File: src/rtl/rv_pipe_pkg.sv
// Shared RV32I pipeline types and widths used by the fetch-stage control.
// Pure declarations: no logic, no latency, no flow control.
package rv_pipe_pkg;

    localparam int XLEN        = 32;
    localparam int INSTR_BYTES = 4;

    typedef enum logic [1:0] {
        BOOT  = 2'd0,
        FETCH = 2'd1,
        PEND  = 2'd2,
        HALT  = 2'd3
    } fetch_state_t;

endpackage

File: src/rtl/pc_target_calc.sv
// Turns an absolute redirect destination into the PC-relative offset the PC register adds.
// Purely combinational; no backpressure.
module pc_target_calc
    import rv_pipe_pkg::*;
(
    input  logic [XLEN-1:0] abs_tgt,
    input  logic [XLEN-1:0] Pc,
    output logic [XLEN-1:0] rel_tgt,
    output logic            misalign
);

    localparam int ALIGN_BITS = $clog2(INSTR_BYTES);

    // Two's-complement wrap is intended; the PC register wraps the same way.
    assign rel_tgt  = abs_tgt - Pc;
    assign misalign = |abs_tgt[ALIGN_BITS-1:0];

endmodule

File: src/rtl/fetch_sequencer.sv
// Fetch-stage control: PC register and IF/ID, ID/EX write/flush steering; Mealy outputs, same-edge action.
// Stalls on Imem_ready=0 or load-use; a redirect seen while memory is busy is parked in PEND until ready.
module fetch_sequencer
    import rv_pipe_pkg::*;
#(
    parameter int BOOT_CYCLES = 2
) (
    input  logic        Clk,
    input  logic        Reset_n,
    input  logic [31:0] Pc,
    input  logic        Imem_ready,
    input  logic        Load_use_stall,
    input  logic        Br_taken,
    input  logic [31:0] Br_pc,
    input  logic [31:0] Br_imm,
    input  logic        Halt,
    output logic        Enable,
    output logic        PCWrite,
    output logic        Control,
    output logic [31:0] Target,
    output logic        Imem_req,
    output logic        IfId_write,
    output logic        IfId_flush,
    output logic        IdEx_flush,
    output logic        Err_misalign,
    output logic [31:0] Stall_count
);

    localparam logic [3:0] BOOT_LAST = 4'(BOOT_CYCLES - 1);

    fetch_state_t state, state_nxt;
    logic [3:0]   boot_cnt;
    logic [31:0]  pend_tgt;
    logic [31:0]  br_tgt;
    logic [31:0]  abs_tgt;
    logic [31:0]  rel_tgt;
    logic         misalign;
    logic         load_pend;
    logic         set_err;

    assign br_tgt  = Br_pc + Br_imm;
    // One offset calculator serves both the direct and the parked redirect.
    assign abs_tgt = (state == PEND) ? pend_tgt : br_tgt;

    pc_target_calc u_tgt (
        .abs_tgt  (abs_tgt),
        .Pc       (Pc),
        .rel_tgt  (rel_tgt),
        .misalign (misalign)
    );

    always_comb begin
        state_nxt  = state;
        Enable     = 1'b0;
        PCWrite    = 1'b0;
        Control    = 1'b0;
        Target     = '0;
        Imem_req   = 1'b0;
        IfId_write = 1'b0;
        IfId_flush = 1'b0;
        IdEx_flush = 1'b0;
        load_pend  = 1'b0;
        set_err    = 1'b0;
        if (Reset_n) begin
            case (state)
                BOOT: begin
                    if (boot_cnt == BOOT_LAST) state_nxt = FETCH;
                end
                FETCH: begin
                    Enable   = 1'b1;
                    Imem_req = 1'b1;
                    if (Halt) begin
                        state_nxt = HALT;
                    end else if (Br_taken) begin
                        if (misalign) begin
                            set_err   = 1'b1;
                            state_nxt = HALT;
                        end else begin
                            IfId_flush = 1'b1;
                            IdEx_flush = 1'b1;
                            if (Imem_ready) begin
                                PCWrite = 1'b1;
                                Control = 1'b1;
                                Target  = rel_tgt;
                            end else begin
                                load_pend = 1'b1;
                                state_nxt = PEND;
                            end
                        end
                    end else if (!Imem_ready) begin
                        // memory wait: hold PC and IF/ID
                    end else if (Load_use_stall) begin
                        IdEx_flush = 1'b1;
                    end else begin
                        PCWrite    = 1'b1;
                        IfId_write = 1'b1;
                    end
                end
                PEND: begin
                    Enable   = 1'b1;
                    Imem_req = 1'b1;
                    if (Halt) begin
                        state_nxt = HALT;
                    end else if (Imem_ready) begin
                        PCWrite    = 1'b1;
                        Control    = 1'b1;
                        Target     = rel_tgt;
                        IfId_flush = 1'b1;
                        state_nxt  = FETCH;
                    end
                end
                default: ;
            endcase
        end
    end

    always_ff @(posedge Clk) begin
        if (!Reset_n) begin
            state        <= BOOT;
            boot_cnt     <= '0;
            pend_tgt     <= '0;
            Err_misalign <= 1'b0;
            Stall_count  <= '0;
        end else begin
            state <= state_nxt;
            if (state == BOOT) boot_cnt <= boot_cnt + 4'd1;
            if (load_pend) pend_tgt <= br_tgt;
            if (set_err) Err_misalign <= 1'b1;
            if ((state == FETCH || state == PEND) && !PCWrite)
                Stall_count <= Stall_count + 32'd1;
        end
    end

endmodule

File: config.mk
export PLATFORM = sky130hd
export DESIGN_NAME = fetch_sequencer
export DESIGN_NICKNAME = d
export VERILOG_FILES = /design/src/rtl/rv_pipe_pkg.sv /design/src/rtl/pc_target_calc.sv /design/src/rtl/fetch_sequencer.sv
export SDC_FILE = /design/constraint.sdc
export NUM_CORES = 1
export LEC_CHECK = 0
export CORE_ASPECT_RATIO = 0.9
export CORE_MARGIN = 10
export CORE_UTILIZATION = 50
export CTS_CLUSTER_SIZE = 28
export DETAILED_ROUTE_END_ITERATION = 8
export PLACE_DENSITY = 0.78
export RECOVER_POWER = 100
export SETUP_SLACK_MARGIN = 0.2
export SYNTH_ARGS = -nofsm -noshare
export SYNTH_HDL_FRONTEND = slang
export SYNTH_SLANG_ARGS = --single-unit
File: constraint.sdc
create_clock -name Clk -period 7.95 [get_ports Clk]
set_clock_uncertainty 0.15 [all_clocks]
set_input_delay 1.1925 -clock Clk [delete_from_list [all_inputs] [get_ports Clk]]
set_output_delay 1.1925 -clock Clk [all_outputs]
set_load 0.005 [all_outputs]
* Word level (Yosys, flattened, before mapping)
Index checks and enable logic that the tools add are counted.
** Word-level totals
- Register bits after elaboration :: 71
- Latch bits :: 0
- RAM bits :: 0
- Memory bits (read-only) :: 0
- Logic and storage cells :: 81
- Memories :: 0
** Cells by class
- Add/subtract/negate cells :: 4
- $mul :: 0
- Divide/modulo/power cells :: 0
- Magnitude comparators :: 0
- Equality and inequality tests :: 7
- Shifts and indexed selects :: 0
- Mux-type cells :: 57
- Bitwise gates (word level) :: 0
- Reduce and logical (&&, ||, !) cells :: 8
** Operator list (count)
- $mux 32 :: 7
- $pmux 32 s2 :: 1
- $mux 1 :: 38
- $add 32x1->32 const B :: 1
- $add 32x32->32 :: 1
- $sub 32x32->32 :: 1
- $mux 2 :: 7
- $ne 3x3->1 const B :: 2
- $pmux 1 s2 :: 3
- $pmux 2 s3 :: 1
- $reduce_and 5->1 :: 1
- $add 4x1->4 const B :: 1
- $eq 4x1->1 const B :: 1
- $ne 4x4->1 const B :: 1
- $reduce_or 2->1 :: 2
- $reduce_bool 3->1 :: 1
- $eq 2x1->1 const B :: 1
- $eq 2x2->1 const B :: 1
- $logic_not 2->1 :: 1
- $ne 2x2->1 const B :: 1
- $logic_and 1x1->1 :: 1
- $logic_not 1->1 :: 1
- $logic_or 1x1->1 :: 1

* Longest topological paths before layout
- Word-level depth :: 10
- Depth in mapped cells :: 22
- Mapped depth without buffers :: 21

* Hierarchy
From an unflattened synthesis, not the netlist that was laid out.
** Unflattened totals
- Cells, all modules :: 977
- Area total of the unflattened synthesis :: 7131.8 um^2
** By module, submodules not included
- fetch_sequencer :: times used 1, cells each 711, area each 5312.6 um^2
- pc_target_calc :: times used 1, cells each 266, area each 1819.2 um^2

* Least setup slack after synthesis
OpenSTA, ideal clock, no wires.
- Path type :: input to output
- Start point :: in Br_pc[7]
- End point :: out Target[31]
- Arrival :: 5.028 ns
- Required time :: 6.608 ns
- Setup slack :: 1.579 ns
- Cell stages on the path :: 20
- Path buffers :: 1
- Cells stage by stage :: ha_1 -> a211o_1 -> a221oi_1 -> o21ai_1 -> nand2_1 -> o21ai_0 -> a21o_1 -> a21oi_1 -> xnor2_1 -> o21ai_0 -> ha_1 -> clkbuf_1 -> and3_1 -> nand2_1 -> a31o_2 -> a21oi_1 -> a41o_1 -> o41ai_1 -> or2_2 -> mux2i_1
** Between the ends
- Word-level cells in the longest chain between the ends :: 9
** RTL lines
- start: declaration :: RTL line fetch_sequencer.sv:14 : input logic [31:0] Br_pc,
- $add 32x32->32 (*) :: RTL line fetch_sequencer.sv:41 : assign br_tgt = Br_pc + Br_imm;
- $mux 32 (*) :: RTL line fetch_sequencer.sv:43 : assign abs_tgt = (state == PEND) ? pend_tgt : br_tgt;
- $sub 32x32->32 (*) :: RTL line pc_target_calc.sv:15 : assign rel_tgt = abs_tgt - Pc;
- $mux 32 (*) :: RTL line fetch_sequencer.sv:81, fetch_sequencer.sv:104
- $mux 32 :: RTL line fetch_sequencer.sv:75 : if (misalign) begin
- $mux 32 :: RTL line fetch_sequencer.sv:74 : end else if (Br_taken) begin
- $mux 32 :: RTL line fetch_sequencer.sv:72 : if (Halt) begin
- $pmux 32 s2 (*) :: RTL line fetch_sequencer.sv:65 : case (state)
- $mux 32 (*) :: RTL line fetch_sequencer.sv:64 : if (Reset_n) begin
- end: declaration :: RTL line fetch_sequencer.sv:20 : output logic [31:0] Target,
Every way passes the cells marked *; elsewhere a longest branch is shown, timed or not.

* Worst setup path in the final report
- Start point :: in Br_pc[4]
- End point :: out Target[27]
Same word-level chain as after synthesis.

==> results.txt <==
DRC violations left -> 0
Max stage delay on crit path -> 0.60 ns
CTS Buf Count -> 9
DP Worst Slack -> 0.242 ns
CTS H-tree lvls -> 3
family with the most delay on the worst path -> compound AO/OA/AOI/OAI gates
die outline area -> 18700 sq um
remaining antenna violation count after routing -> 0
via count of the first global-routing pass -> 6316
DP HPWL -> 15500 um
post-synthesis cell area -> 6800 sq um
library cell used as clock root buffer -> clkbuf_16
Die X -> 143 um
Critical Setup Path Class -> input port to primary output
met2 track demand over resource -> 30.5%
reported leakage power -> 3.98 nW
final number of hold-violating endpoints -> 0
net count after synthesis -> 1085
count of boundary I/O pins -> 174
Critical Path RT -> 6.61 ns
area occupied by multi-input gates -> 5120 sq um
number of maximum-capacitance constraint violations -> 2
P_sw -> 0.604 mW
share of post-route cells with drive strength above 1 -> 5.13%
Internal Pwr Total -> 1.01 mW
TritonCTS clock tree -> built
buffers added on ports -> 173
violations in the final reports -> capacitance limit, slew limit
number of fill cells in the layout -> 1189
Yosys top cell area share -> 20.9%
sequential group share of total power -> 24.1%
sequential area share after synthesis -> 20.9%
Rel. slew slack -> -88.8%
n_diodes -> 0
Post-Synthesis Mean Instance Area -> 7.46 sq um
Final Hold Slack -> 0.316 ns
Most used DFF post-synth -> dfxtp_1
cell count after placement -> 1220
Yosys warnings -> 0
latest clock arrival within the worst-skew pair -> 0.33 ns
met1 GRT Util -> 28.7%
die boundary height -> 131 um
CP Buf/Inv Count -> 2
ratio of routed vias to standard cells -> 5.59
part of the cycle the worst path needs -> 95.7%
area growth from synthesis to layout -> 33.0%
Worst Tran Pin Value -> 2.83 ns
Synth Register Bits -> 71
total negative slack for setup checks -> 0 ns
worst-path fanout max -> 5
Critical Path End Type -> primary output
Post-Route Utilization -> 67.9%
number of standard-cell rows in the floorplan -> 40
Most common cell on crit path -> a21o_1
number of flops mapped to enable cells by yosys -> 0
clk buf depth -> 2
Initial DRT Pass Iterations -> 5
Tot Pwr -> 1.61 mW
arrival time worst endpoint -> 6.27 ns
met3 Use GR -> 4.62%
cell type with the largest total area after synthesis -> dfxtp_1
total area of sequential cells -> 1420 sq um
grt peak-use layer -> met2
post-layout net count -> 1241
setup repair after global routing missed its margin -> no
average wire length per cell after detail routing -> 15.7 um
post-layout worst setup margin -> 0.339 ns
clock-pin slew on the worst setup and hold paths -> 0.06 ns
effective utilization at floorplan -> 51.1%
final cell area excluding filler cells -> 9040 sq um
initial antenna violation count -> 0
GRT Resource Usage Total -> 20.1%
Switching Share -> 37.5%
cells along the critical path -> clkdlybuf4s50_1 -> ha_1 -> a21o_1 -> a31o_2 -> o21ai_0 -> nand2b_1 -> a21o_1 -> a21o_1 -> a21oi_1 -> xor2_1 -> o21ai_1 -> ha_1 -> a21oi_1 -> nand2b_1 -> a31o_2 -> o221ai_1 -> a21oi_2 -> a41o_1 -> o21a_1 -> o21a_1 -> nor3_1 -> dlygate4sd3_1
combinational cell fraction of total power -> 49.3%
Core Footprint -> 13300 sq um
first-pass GRT wire length -> 31200 um
routed vias -> 6931
P per Cell Area -> 178 nW/um^2
largest net degree at the start of global routing -> 77
cell types occupying the most area after synthesis -> dfxtp_1, ha_1, xnor2_1
final cell count without fillers -> 1241
cell count after synthesis -> 912
startpoint class of the critical path -> input port
number of endpoints failing setup at the final stage -> 0
worst min-delay path category -> register to register
post-synthesis cell type count -> 62
violation count after the first detailed-routing iteration -> 453
peak clock frequency supported by timing -> 0.131 GHz
clock sink count -> 71
placed cell area -> 8620 sq um
slowest stage cell on the critical path -> dlygate4sd3_1
shortest period the worst path allows -> 7.61 ns
routed wire length -> 19500 um
async set or reset register ratio after synthesis -> 0%
fin. max-slew vios -> 141
clock group share of total power -> 26.6%
status -> complete, but fails checks
maximum resistive drop on vdd -> 0.118 mV
routability cong. -> 0.949
grt total ovfl -> 0
-- cell type report --
type | instances | area share, %
Clock inverter | 5 | 0.913
Inverter | 52 | 2.16
Clock buffer | 11 | 2.57
Multi-Input combinational cell | 752 | 56.6
Sequential cell | 71 | 15.7
Timing Repair Buffer | 182 | 19.7
Tap cell | 168 | 2.32
-- repair_timing --
action,in CTS,in global routing
buffers inserted,0,5
endpoints found under the setup margin,0,10
gates resized for setup,0,34
hold buffers,0,0
-- routing by layer --
metal  vias to the layer above  share of wire (%)
li1                       3558                  -
met1                      3167                 49
met2                       198                 43
met3                         8                6.9
met4                         0               0.58
met5                         -                  0
-- sequential cells by signal, indices dropped and copies added (netlist names) --
name and cells:
boot_cnt 4, Stall_count 32, pend_tgt 32, Err_misalign 1
state 2
-- cells in the mapped netlist (5+ instances only) --
cell	n
nand2_1	94
o21ai_0	84
dfxtp_1	71
ha_1	69
nor2_1	63
a21oi_1	52
inv_1	52
nand3_1	51
xnor2_1	49
a21o_1	38
and2_1	36
clkbuf_1	31
xor2_1	29
and3_1	17
nor3_1	16
nand4_1	12
nor2b_1	12
or3_1	11
o21bai_1	9
a211oi_1	8
a31oi_1	8
nand2b_1	8
o21a_1	8
mux2i_1	7
and4_1	6
a31o_2	5
-- kinds of logic (layout without fill, tap and decap cells) --
family	count (synthesis)	after routing	share of synthesized area, %
xor gates and xnor gates	78	78	10.0
buffers and inverters	89	250	5.19
muxes	8	8	1.20
AOI/OAI and AO/OA	256	256	24.3
and+or+nand+nor	339	339	25.1
DFF	71	71	20.9
adders and majority gates	71	71	13.3
-- power by group through the flow --
stage,Clock (mW),Sequential [mW],Combinational [mW]
2_1_floorplan,0,0.394,0.557
3_3_place_gp,0,0.396,0.752
3_5_place_dp,0,0.396,0.758
4_1_cts,0.431,0.389,0.763
5_1_grt,0.448,0.391,0.882
6_report,0.429,0.389,0.794
-- cell usage in the layout, fill, tap and decap left out, types with 5 or more instances in the layout --
cell             count
a211oi_1             8
a21boi_0             5
a21o_1              38
a21oi_1             49
a31o_2               5
a31oi_1              7
and2_0              19
and2_1              17
and3_1              17
buf_4                6
clkbuf_1             5
clkbuf_16            9
clkdlybuf4s50_1    113
dfxtp_1             71
dlygate4sd3_1       59
ha_1                61
inv_1               52
mux2i_1              7
nand2_1             94
nand2b_1             8
nand3_1             51
nand4_1             13
nor2_1              64
nor2b_1             12
nor3_1              16
o21a_1               8
o21ai_0             79
o21bai_1             9
or3_1               11
xnor2_1             48
xor2_1              29
-- worst paths after layout --
path	cells after the start	to	startpoint	slack (ns)
worst max-delay path	22	Target[27]	Br_pc[4]	0.34
worst min-delay path	2	pend_tgt[2]$_SDFFE_PN0P_	pend_tgt[2]$_SDFFE_PN0P_	0.32
worst max register to register	11	Stall_count[31]$_SDFFE_PN0P_	state[0]$_SDFFE_PN0P_	3.20
worst min register to register	2	pend_tgt[2]$_SDFFE_PN0P_	pend_tgt[2]$_SDFFE_PN0P_	0.32
-- worst min-delay path, delay by kind of cell (launching register included) --
| kind | cells | cell delay [ns] |
|---|---|---|
| flops | 1 | 0.31 |
| simple gates | 2 | 0.12 |
(Power assumes the default switching activity.)
